### config.mk
export PLATFORM = sky130hd
export DESIGN_NAME = afifo_rd_drain_flat
export DESIGN_NICKNAME = d
export VERILOG_FILES = /design/src/rtl/afifo_pkg.sv /design/src/rtl/afifo_rd_drain_if.sv /design/src/rtl/afifo_rd_buf.sv /design/src/rtl/afifo_rd_drain.sv /design/src/flat_wrapper.sv
export SDC_FILE = /design/constraint.sdc
export NUM_CORES = 1
export LEC_CHECK = 0
export BUFFER_PORTS_ARGS = -buffer_cell sky130_fd_sc_hd__clkbuf_2
export CAP_MARGIN = 20
export CORE_MARGIN = 2
export CORE_UTILIZATION = 30
export CTS_CLUSTER_SIZE = 30
export DETAILED_ROUTE_END_ITERATION = 10
export GPL_TIMING_DRIVEN = 0
export PLACE_DENSITY_LB_ADDON = 0.05
export SLEW_MARGIN = 20
export SYNTH_ARGS = -nofsm -noshare
export SYNTH_HDL_FRONTEND = slang
export SYNTH_HIERARCHICAL = 1
export SYNTH_SLANG_ARGS = --single-unit
### constraint.sdc
create_clock -name clk -period 2.8 [get_ports clk]
set_input_delay 0.56 -clock clk [delete_from_list [all_inputs] [get_ports clk]]
set_output_delay 0.56 -clock clk [all_outputs]
set_load 0.005 [all_outputs]
### src/rtl/afifo_pkg.sv
// Shared definitions for the async FIFO read-side drain: error bit
// positions and the sticky error vector type.
package afifo_pkg;

  localparam int ERR_OVF  = 0;
  localparam int ERR_SPUR = 1;
  localparam int ERR_W    = 2;

  typedef logic [ERR_W-1:0] err_t;

endpackage

### src/rtl/afifo_rd_drain_if.sv
// Bundle of the FIFO read port and the downstream valid/ready stream
// seen by the read-side drain. master = the drain, slave = its environment.
interface afifo_rd_drain_if
  import afifo_pkg::*;
#(
  parameter int DW    = 24,
  parameter int DEPTH = 4,
  parameter int CW    = $clog2(DEPTH + 1)
) ();

  logic          fifo_empty;
  logic          fifo_pop;
  logic          fifo_vld;
  logic [DW-1:0] fifo_data;
  logic          m_valid;
  logic          m_ready;
  logic [DW-1:0] m_data;
  logic [CW-1:0] occupancy;
  err_t          err;

  modport master (
    input  fifo_empty, fifo_vld, fifo_data, m_ready,
    output fifo_pop, m_valid, m_data, occupancy, err
  );

  modport slave (
    output fifo_empty, fifo_vld, fifo_data, m_ready,
    input  fifo_pop, m_valid, m_data, occupancy, err
  );

endinterface

### src/rtl/afifo_rd_buf.sv
// Small circular landing buffer for words returned by the FIFO. DEPTH need
// not be a power of two, so pointers wrap on an explicit compare.
module afifo_rd_buf
  import afifo_pkg::*;
#(
  parameter int DW    = 24,
  parameter int DEPTH = 4,
  parameter int CW    = $clog2(DEPTH + 1)
) (
  input  logic          clk,
  input  logic          rst_n,
  input  logic          wr_en,
  input  logic [DW-1:0] wr_data,
  output logic          full,
  output logic          rd_valid,
  input  logic          rd_ready,
  output logic [DW-1:0] rd_data,
  output logic [CW-1:0] occupancy
);

  localparam int PW = (DEPTH > 1) ? $clog2(DEPTH) : 1;

  logic [DW-1:0] mem [DEPTH];
  logic [PW-1:0] wr_ptr;
  logic [PW-1:0] rd_ptr;
  logic [CW-1:0] count;
  logic          do_wr;
  logic          do_rd;

  function automatic logic [PW-1:0] ptr_next(input logic [PW-1:0] p);
    return (p == PW'(DEPTH - 1)) ? '0 : p + PW'(1);
  endfunction

  assign full      = (count == CW'(DEPTH));
  assign rd_valid  = (count != '0);
  assign do_wr     = wr_en && !full;
  assign do_rd     = rd_valid && rd_ready;
  assign rd_data   = mem[rd_ptr];
  assign occupancy = count;

  // Storage array; cleared on reset so the output word reads zero when idle.
  always_ff @(posedge clk or negedge rst_n) begin
    if (!rst_n) begin
      for (int i = 0; i < DEPTH; i++) begin
        mem[i] <= '0;
      end
    end else if (do_wr) begin
      mem[wr_ptr] <= wr_data;
    end
  end

  // Pointers and occupancy; a simultaneous write and read leaves the count alone.
  always_ff @(posedge clk or negedge rst_n) begin
    if (!rst_n) begin
      wr_ptr <= '0;
      rd_ptr <= '0;
      count  <= '0;
    end else begin
      if (do_wr) begin
        wr_ptr <= ptr_next(wr_ptr);
      end
      if (do_rd) begin
        rd_ptr <= ptr_next(rd_ptr);
      end
      case ({do_wr, do_rd})
        2'b10:   count <= count + CW'(1);
        2'b01:   count <= count - CW'(1);
        default: count <= count;
      endcase
    end
  end

endmodule

### src/rtl/afifo_rd_drain.sv
// Read-side consumer for the async FIFO: issues pops against the empty flag,
// tracks the one word in flight, lands returns in a local buffer and
// presents them downstream as a valid/ready stream. Protocol errors are sticky.
module afifo_rd_drain
  import afifo_pkg::*;
#(
  parameter int DW    = 24,
  parameter int DEPTH = 4,
  parameter int CW    = $clog2(DEPTH + 1)
) (
  input logic             clk,
  input logic             rst_n,
  afifo_rd_drain_if.master bus
);

  logic          inflight;
  err_t          err_q;
  logic          buf_full;
  logic          buf_valid;
  logic [DW-1:0] buf_data;
  logic [CW-1:0] buf_occ;
  logic [CW:0]   demand;
  logic          pop;

  afifo_rd_buf #(
    .DW    (DW),
    .DEPTH (DEPTH),
    .CW    (CW)
  ) u_buf (
    .clk       (clk),
    .rst_n     (rst_n),
    .wr_en     (bus.fifo_vld),
    .wr_data   (bus.fifo_data),
    .full      (buf_full),
    .rd_valid  (buf_valid),
    .rd_ready  (bus.m_ready),
    .rd_data   (buf_data),
    .occupancy (buf_occ)
  );

  // Pop only when the word would have a guaranteed slot; held low while in reset.
  always_comb begin
    demand = {1'b0, buf_occ} + {{CW{1'b0}}, inflight};
    pop    = rst_n && !bus.fifo_empty && (demand < (CW+1)'(DEPTH));
  end

  // One-bit tracker for the word due on fifo_vld in the following cycle.
  always_ff @(posedge clk or negedge rst_n) begin
    if (!rst_n) begin
      inflight <= 1'b0;
    end else begin
      inflight <= pop;
    end
  end

  // Sticky protocol errors: return into a full buffer, or a return with no pop behind it.
  always_ff @(posedge clk or negedge rst_n) begin
    if (!rst_n) begin
      err_q <= '0;
    end else begin
      if (bus.fifo_vld && buf_full) begin
        err_q[ERR_OVF] <= 1'b1;
      end
      if (bus.fifo_vld && !inflight) begin
        err_q[ERR_SPUR] <= 1'b1;
      end
    end
  end

  assign bus.fifo_pop  = pop;
  assign bus.m_valid   = buf_valid;
  assign bus.m_data    = buf_data;
  assign bus.occupancy = buf_occ;
  assign bus.err       = err_q;

endmodule

### src/flat_wrapper.sv
// flat-port wrapper written by rule: the top's interface ports become plain ports
module afifo_rd_drain_flat import afifo_pkg::*;
#(
  parameter int DW    = 24,
  parameter int DEPTH = 4,
  parameter int CW    = $clog2(DEPTH + 1)
)
  (clk, rst_n, bus_fifo_empty, bus_fifo_vld, bus_fifo_data, bus_m_ready, bus_fifo_pop, bus_m_valid, bus_m_data, bus_occupancy, bus_err);
  afifo_rd_drain_if #(.DW(DW), .DEPTH(DEPTH), .CW(CW)) bus_i ();
  input logic clk;
  input logic rst_n;
  input wire logic [$bits(bus_i.fifo_empty)-1:0] bus_fifo_empty;
  input wire logic [$bits(bus_i.fifo_vld)-1:0] bus_fifo_vld;
  input wire logic [$bits(bus_i.fifo_data)-1:0] bus_fifo_data;
  input wire logic [$bits(bus_i.m_ready)-1:0] bus_m_ready;
  output wire logic [$bits(bus_i.fifo_pop)-1:0] bus_fifo_pop;
  output wire logic [$bits(bus_i.m_valid)-1:0] bus_m_valid;
  output wire logic [$bits(bus_i.m_data)-1:0] bus_m_data;
  output wire logic [$bits(bus_i.occupancy)-1:0] bus_occupancy;
  output wire logic [$bits(bus_i.err)-1:0] bus_err;
  assign bus_i.fifo_empty = bus_fifo_empty;
  assign bus_i.fifo_vld = bus_fifo_vld;
  assign bus_i.fifo_data = bus_fifo_data;
  assign bus_i.m_ready = bus_m_ready;
  assign bus_fifo_pop = bus_i.fifo_pop;
  assign bus_m_valid = bus_i.m_valid;
  assign bus_m_data = bus_i.m_data;
  assign bus_occupancy = bus_i.occupancy;
  assign bus_err = bus_i.err;
  afifo_rd_drain #(.DW(DW), .DEPTH(DEPTH), .CW(CW)) u_core (.clk(clk), .rst_n(rst_n), .bus(bus_i));
endmodule
==> results of run 1 <==
[worst register-to-register path, cell delays in order (launching register included)]
cell      delay (ns)
dfrtp_1         0.48
nor3b_4         0.37
nand2b_1        0.24
ha_1            0.21
inv_1           0.06
fa_1            0.37
xor2_1          0.15
nor2_1          0.12
xor2_1          0.16
[logic make-up (layout without fill, tap and decap cells)]
group | Yosys count | in the layout
AND/OR/NAND/NOR | 18 | 18
XOR/XNOR | 3 | 3
buffers and inverters | 21 | 96
multiplexers | 125 | 125
flip-flops | 106 | 106
adder cells (fa/ha/maj) | 7 | 7
AO/OA/AOI/OAI | 2 | 2
[worst paths after layout]
check / start / to / slack [ns] / cells after the start
setup / recovery: u_core/u_buf/rd_ptr[0] / bus_m_data[13] / 0.19 / 4
hold / removal: rst_n / u_core/u_buf/mem[83] / 0.14 / 1
setup reg to reg: u_core/u_buf/occupancy[0] / u_core/u_buf/occupancy[2] / 0.57 / 8
hold reg to reg: u_core/bus.err[0] / u_core/bus.err[0] / 0.46 / 1
max in group asynchronous: rst_n / u_core/u_buf/occupancy[1] / 2.01 / 2
min in group clk: u_core/bus.err[0] / u_core/bus.err[0] / 0.46 / 1
[report_power, final]
part | internal, W | total, W | switching, W
combinational | 0.00172 | 0.00281 | 0.00109
clock | 0.000829 | 0.00138 | 0.000546
sequential | 0.00231 | 0.00271 | 0.000396
total | 0.00486 | 0.00690 | 0.00204
[routing by layer]
layer	vias up	routed length, µm	GRT usage, %
li1	1171	-	-
met1	1327	4710	17.8
met2	41	4580	19.2
met3	15	339	3.10
met4	0	225	6.33
met5	-	0	0
[area by class of cell]
cell class,count,share of cell area (%)
clock buffer,13,4.62
timing repair buffer,60,5.89
clock inverter,2,1.07
sequential,106,47.1
buffer,14,2.16
tap,211,4.69
multi-input combinational,155,34.0
inverter,7,0.467
[state kept, by name, summed over array words and instances (netlist names)]
| name | flops |
|---|---|
| u_core/bus.err | 2 |
| u_core/u_buf/rd_ptr | 2 |
| u_core/u_buf/occupancy | 3 |
| u_core/inflight | 1 |
| u_core/u_buf/wr_ptr | 2 |
| u_core/u_buf/mem | 96 |
[placed cells by master (no fill, tap or decap), types with 2 or more instances in the layout]
cell	synthesis	routed
nor2_1	4	4
clkbuf_1	2	3
dfrtp_1	106	106
bufinv_16	0	2
clkbuf_2	0	59
xor2_1	2	2
mux4_2	24	24
buf_6	8	8
nand2_1	5	5
nor2_2	4	4
buf_2	4	3
inv_1	7	7
clkbuf_8	0	3
clkbuf_16	0	9
ha_1	6	6
mux2_2	100	100
a21o_1	2	2
[cells in the mapped netlist]
| library cell | instances |
|---|---|
| a21o_1 | 2 |
| nor2_1 | 4 |
| mux2i_1 | 1 |
| inv_1 | 7 |
| clkbuf_1 | 2 |
| nand2b_1 | 1 |
| nand3_1 | 1 |
| nor3b_4 | 1 |
| nand2_1 | 5 |
| and3_1 | 1 |
| nor2_2 | 4 |
| buf_6 | 8 |
| mux4_2 | 24 |
| dfrtp_1 | 106 |
| ha_1 | 6 |
| buf_2 | 4 |
| xor2_1 | 2 |
| mux2_2 | 100 |
| fa_1 | 1 |
| or3_1 | 1 |
| xnor2_1 | 1 |
[per-stage QoR]
stage               cell area, µm²  power (W)  hold slack (ns)  setup slack (ns)
floorplan                     4710    0.00467            0.264             0.785
global placement              5270    0.00557            0.439             -1.05
global route                  5630    0.00741            0.141            0.0299
finish                        5630    0.00690            0.136             0.195
CTS                           5630    0.00705            0.128            0.0338
detailed placement            5310    0.00564            0.448             0.346
[repair_timing]
item | in CTS | in global routing
hold endpoints to repair | 0 | 0
resized for setup | 1 | 1
setup endpoints to repair | 9 | 10
==> results.md, run 1 <==
- Crit path largest cell delay: 0.56 ns
- Critical Path AT: 2.05 ns
- Postcts setup bufs: 0
- Worst-case clock buffer depth: 2
- Clock transition at path regs: 0.07 ns
- Multi-input gate area in the final layout: 0.00191 mm²
- WP data required: 2.24 ns
- Row count: 45
- Core Region: 0.0153 mm²
- TritonCTS clock tree: built
- Core Util, Final: 36.9%
- Seq/Total Area, Yosys: 56.3%
- First-pass GRT wire length: 15.7 mm
- Post-Synthesis Cell Area: 0.00471 mm²
- DP HPWL: 6.47 mm
- RSZ-0062 raised after global routing: false
- # IOs: 60
- Min Tclk post-route: 2.61 ns
- Pwr per Cell Area: 1230 mW/mm²
- PortBufs: 59
- Yosys top cell area share: 56.3%
- Root Driver: clkbuf_16
- Final setup fails: 0
- CP bufs+invs: 3
- Total Neg Setup Slack: 0 ns
- Synth Area in Adders: 2.02%
- Crit end category: primary output
- Worst-case vdd ir drop: 0.415 mV
- Clk sink count: 106
- Xor-xnor portion of the synthesized cell area: 0.558%
- Crit path top cell by count: buf_2
- Final WL: 9.85 mm
- Slowest stage cell, crit path: mux4_2
- Compound-Gate Fraction of Synth Area: 0.319%
- Drc violations: 0
- Yosys reg bits: 106
- Via count: 2554
- Post-synthesis instance total: 282
- Synthesized area per cell: 16.7 µm²
- Synth Net Count: 318
- Mux contribution to synthesized area: 35.6%
- Outcome: completed
- Number of global-route vias before repair: 2715
- Initial DRC Count: 52
- Num CTS Buffers: 9
- Final hold vios: 0
- Filler cell count: 1453
- Final std cells w/o fill: 568
- Achievable clock frequency: 384 MHz
- Die Wd: 129 µm
- Leakage: 2.42 nW
- Synth Area in Simple Gates: 2.15%
- Share of layout cells above drive strength 1: 60.2%
- Crit start category: register
- Ranking of synthesized cells by area: dfrtp_1 (56%), mux2_2 (24%), mux4_2 (11%), buf_6 (1.9%), ha_1 (1.6%)
- Main combinational cell family by area after synthesis: multiplexers
- Total GRT Usage: 12.9%
- Skew final: 0.00392 ns
- Die area: 0.0167 mm²
- DRT antenna net count: 0
- Unique masters post-synth: 21
- Die H: 129 µm
- Initial Util: 30.9%
- Worst Tran Pin Value: 0.448 ns
- Ant. Diodes: 0
- H-Tree Depth: 3
- Nets: 389
- DR vias/cell: 4.50
- Post-synth top area cell: dfrtp_1
- Pin count of the biggest net entering global routing: 71
- Worst Hold Class: in2async
- CP top delay family: buffers and inverters
- Worst-path cell chain: buf_2, buf_2, mux4_2, clkbuf_2
- Placed cells: 553
- Worst skew pair latency: 0.34 ns
- Syn. warnings: 6
- Avg WL per Cell: 17.3 µm
- Drt first pass iters: 4
- Crit Path Class: reg2out
- Crit share post-route: 93.0%
- Max Slew Vio Count: 0
- Relative max-transition margin: 70.2%
- Hold_buf cts: 0
- Antenna violations before repair: 0
- Max Cap Viol: 0
- GRT overflow: 0
- FF/Latch Area: 0.00265 mm²
- Layout area overhead: 19.5%
- Routability Congestion: 0.665
- Worst-path maximum fanout: 10
No activity file was read; power rests on OpenSTA's default activity.
==> inputs of run 2 (changes only) <==
Settings changed: CORE_UTILIZATION 30 to 50.
==> results.md, run 2 (synthesized netlist as in run 1, its figures left out) <==
- Crit path largest cell delay: 0.56 ns
- Crit start category: register
- Skew final: 0.00441 ns
- Clock transition at path regs: 0.09 ns
- Crit Path Class: reg2out
- Num CTS Buffers: 9
- Most common cell after layout, fill and taps aside: dfrtp_1
- Worst Hold Class: in2async
- DR vias/cell: 5.51
- Max Cap Viol: 0
- DP HPWL: 5.66 mm
- R2r startpoint: u_core/u_buf/occupancy[0]
- Drt first pass iters: 4
- Postcts setup bufs: 0
- Worst-path maximum fanout: 10
- Max Slew Vio Count: 0
- Number of global-route vias before repair: 2714
- Antenna violations before repair: 0
- Die Wd: 101 µm
- Root Driver: clkbuf_8
- Achievable clock frequency: 378 MHz
- Worst Tran Pin Value: 0.467 ns
- Post-route cell area: 0.00536 mm²
- Pwr per Cell Area: 1180 mW/mm²
- Max reg flops: 96
- Final hold vios: 0
- Core Region: 0.00920 mm²
- TritonCTS clock tree: built
- Total Neg Setup Slack: 0 ns
- Crit path top cell by count: buf_2
- Leakage: 2.36 nW
- Worst-path cell chain: buf_2, buf_2, mux4_2, clkbuf_2
- Clk sink count: 106
- Reg with most FFs: u_core/u_buf/mem
- Relative max-transition margin: 68.9%
- Post-route setup slack: 0.153 ns
- WP data required: 2.24 ns
- PortBufs: 59
- Ant. Diodes: 0
- GRT overflow: 0
- Die area: 0.0102 mm²
- Die H: 101 µm
- Outcome: completed
- Share of layout cells above drive strength 1: 60.9%
- Worst-case clock buffer depth: 2
- RSZ-0062 raised after global routing: false
- Stages on worst setup path: 4
- Final hold slack: 0.0315 ns
- CP top delay family: buffers and inverters
- Routability Congestion: 0.687
- Final setup fails: 0
- Initial Util: 51.2%
- Leading cell types in the layout, fill and taps excluded: dfrtp_1 (106), mux2_2 (100), clkbuf_2 (59), mux4_2 (24), clkbuf_8 (11)
- Critical Path AT: 2.09 ns
- H-Tree Depth: 3
- CP bufs+invs: 3
- Crit share post-route: 94.6%
- Row count: 35
- DRT antenna net count: 0
- Worst-case vdd ir drop: 0.536 mV
- Worst skew pair latency: 0.37 ns
- Layout area overhead: 13.7%
- Slowest stage cell, crit path: mux4_2
- Via count: 2582
- Total GRT Usage: 18.4%
- Pin count of the biggest net entering global routing: 93
- Final WL: 8.57 mm
- Nets: 389
- Area post-placement: 0.00518 mm²
- Min Tclk post-route: 2.65 ns
- # IOs: 60
- Avg WL per Cell: 18.3 µm
- FF-to-FF path depth: 8
- Crit end category: primary output
- Initial DRC Count: 52
- Hold_buf cts: 0
- Dpl ws: 0.401 ns
- Drc violations: 0
- First-pass GRT wire length: 14.0 mm
- Post-cts resize count: 1
- Worst Setup SP: u_core/u_buf/rd_ptr[0]
==> run 2: metrics by stage <==
stage | std cells | util [%] | power, W
after CTS | 469 | 58.2 | 0.00643
final | 469 | 58.2 | 0.00632
after floorplan | 282 | - | 0.00467
after global placement | 452 | 55.9 | 0.00547
after global routing | 469 | 58.2 | 0.00679
after detailed placement | 453 | 56.3 | 0.00558
==> run 2: where the power goes <==
part	total, W	leakage, nW	internal, W	switching (W)
clock	0.000832	0.0916	0.000340	0.000492
sequential	0.00270	1.25	0.00231	0.000393
combinational	0.00278	1.01	0.00172	0.00106
total	0.00632	2.36	0.00437	0.00195
==> run 2: worst register-to-register path: stages, from the launching register on <==
cell	delay [ns]
dfrtp_1	0.48
nor3b_4	0.39
nand2b_1	0.23
ha_1	0.20
inv_1	0.06
fa_1	0.37
xor2_1	0.15
nor2_1	0.12
xor2_1	0.17
==> run 2: routing by layer <==
layer	global-route usage [%]	vias up	routed length, µm
met5	0	-	0
met3	4.65	11	284
met1	24.3	1363	3960
met2	29.6	41	4190
li1	-	1167	-
met4	6.86	0	140
==> run 2: final timing paths <==
| check | to | slack (ns) |
|---|---|---|
| max | bus_m_data[17] | 0.15 |
| min | u_core/u_buf/mem[34] | 0.03 |
| max reg2reg | u_core/u_buf/occupancy[2] | 0.57 |
| min reg2reg | u_core/bus.err[1] | 0.48 |
| max in group asynchronous | u_core/u_buf/mem[40] | 2.08 |
| min in group clk | u_core/u_buf/mem[54] | 0.47 |
==> run 2: area by class of cell <==
cell class                      instances  area, µm²
Clock buffer                           10        138
Clock inverter                          6       32.5
Fill cell                             729       3840
Timing Repair Buffer                   60        332
Multi-Input combinational cell        155       1910
Sequential cell                       106       2650
Tap cell                              111        139
Inverter                                7       26.3
Buffer                                 14        121
==> inputs of run 3 (changes only) <==
Settings changed: CORE_MARGIN 2 to 5.
==> results.md, run 3 (synthesized netlist as in run 1, its figures left out) <==
- Final WL: 8.85 mm
- Crit Path Class: reg2out
- TritonCTS clock tree: built
- Worst Tran Pin Value: 0.409 ns
- Core Util, Final: 58.8%
- DR vias/cell: 5.61
- RSZ-0062 raised after global routing: false
- WP data required: 2.24 ns
- H-Tree Depth: 3
- CP top delay family: buffers and inverters
- Die area: 0.0115 mm²
- Reg2Reg Capture Point: u_core/u_buf/occupancy[2]
- Initial DRC Count: 63
- Critical Path AT: 2.06 ns
- Via count: 2630
- First-pass GRT wire length: 14.6 mm
- Max reg flops: 96
- Worst-case vdd ir drop: 0.588 mV
- Root Driver: clkbuf_8
- Stages on worst setup path: 4
- Worst Hold Class: in2async
- Leakage: 2.37 nW
- Drt first pass iters: 4
- Total Neg Setup Slack: 0 ns
- Skew final: 0.00804 ns
- Nets: 389
- GRT overflow: 0
- Num CTS Buffers: 9
- Relative max-transition margin: 72.7%
- Initial Util: 51.2%
- Layout area overhead: 14.7%
- Max Slew Vio Count: 0
- Routability Congestion: 0.723
- Worst skew pair latency: 0.36 ns
- FF-to-FF path depth: 8
- Setup crit end: bus_m_data[14]
- Worst-path maximum fanout: 10
- DRT antenna net count: 0
- PortBufs: 59
- CP bufs+invs: 3
- Clock transition at path regs: 0.10 ns
- Ant. Diodes: 0
- Drc violations: 0
- Pin count of the biggest net entering global routing: 66
- Avg WL per Cell: 18.9 µm
- Min Tclk post-route: 2.62 ns
- Worst-path cell chain: buf_2, buf_2, mux4_2, clkbuf_2
- R2r startpoint: u_core/u_buf/occupancy[1]
- Clk sink count: 106
- Crit start category: register
- Pwr per Cell Area: 1210 mW/mm²
- # IOs: 60
- Pwr Total: 0.00653 W
- Final setup fails: 0
- Worst reg2reg setup slack: 0.62 ns
- Leading cell types in the layout, fill and taps excluded: dfrtp_1 (106), mux2_2 (100), clkbuf_2 (59), mux4_2 (24), clkbuf_8 (11)
- Worst Setup SP: u_core/u_buf/rd_ptr[0]
- Crit path largest cell delay: 0.57 ns
- Die H: 107 µm
- Slowest stage cell, crit path: mux4_2
- Crit share post-route: 93.4%
- Most common cell after layout, fill and taps aside: dfrtp_1
- Reg with most FFs: u_core/u_buf/mem
- Total GRT Usage: 16.8%
- Crit end category: primary output
- Core Region: 0.00920 mm²
- Worst-case clock buffer depth: 2
- Die Wd: 107 µm
- Number of global-route vias before repair: 2745
- Row count: 35
- DP HPWL: 5.90 mm
- Share of layout cells above drive strength 1: 60.3%
- Max Cap Viol: 0
- Antenna violations before repair: 0
- Crit path top cell by count: buf_2
- Outcome: completed
- Achievable clock frequency: 382 MHz
- Final hold vios: 0
run 3: worst min-delay path by stage:
| stage | start | to | slack, ns | cells after the start |
|---|---|---|---|---|
| floorplan | rst_n | u_core/bus.err[0] | 0.26 | 0 |
| global placement | u_core/bus.err[1] | u_core/bus.err[1] | 0.44 | 1 |
| detailed placement | u_core/bus.err[1] | u_core/bus.err[1] | 0.45 | 1 |
| CTS | rst_n | u_core/u_buf/mem[36] | 0.10 | 1 |
| global route | rst_n | u_core/u_buf/mem[36] | 0.10 | 1 |
| finish | rst_n | u_core/u_buf/mem[82] | 0.11 | 1 |
run 3: per-stage QoR:
stage	cells	area (µm²)	hold slack [ns]	worst slack (ns)
CTS	469	5400	0.102	0.00980
global route	469	5410	0.102	0.00300
detailed placement	453	5180	0.449	0.427
finish	469	5410	0.112	0.185
global placement	452	5140	0.441	-0.936
floorplan	282	4710	0.264	0.785
run 3: area by class of cell:
cell class,count,area [µm²]
clock buffer,12,145
inverter,7,26.3
clock inverter,4,75.1
fill,755,3790
buffer,14,121
tap,111,139
multi-input combinational,155,1910
timing repair buffer,60,332
sequential,106,2650
run 3: metal layers:
layer | vias up | track usage (%) | part of all wire [%]
met5 | - | 0 | 0
met4 | 0 | 5.48 | 1.4
met3 | 11 | 4.82 | 4.7
met2 | 49 | 25.7 | 48
met1 | 1402 | 23.3 | 46
li1 | 1168 | - | -
run 3: what timing repair did:
| action | 4_1_cts | 5_1_grt |
|---|---|---|
| hold buffers | 0 | 0 |
| pin swaps | 0 | 0 |
| setup buffers | 0 | 0 |
| endpoints found under the setup margin | 2 | 10 |
| resized for setup | 1 | 1 |
run 3: power by group:
group	switching [W]	leakage [nW]	internal (W)
Combinational	0.00108	1.01	0.00172
Sequential	0.000400	1.25	0.00231
Clock	0.000497	0.103	0.000529
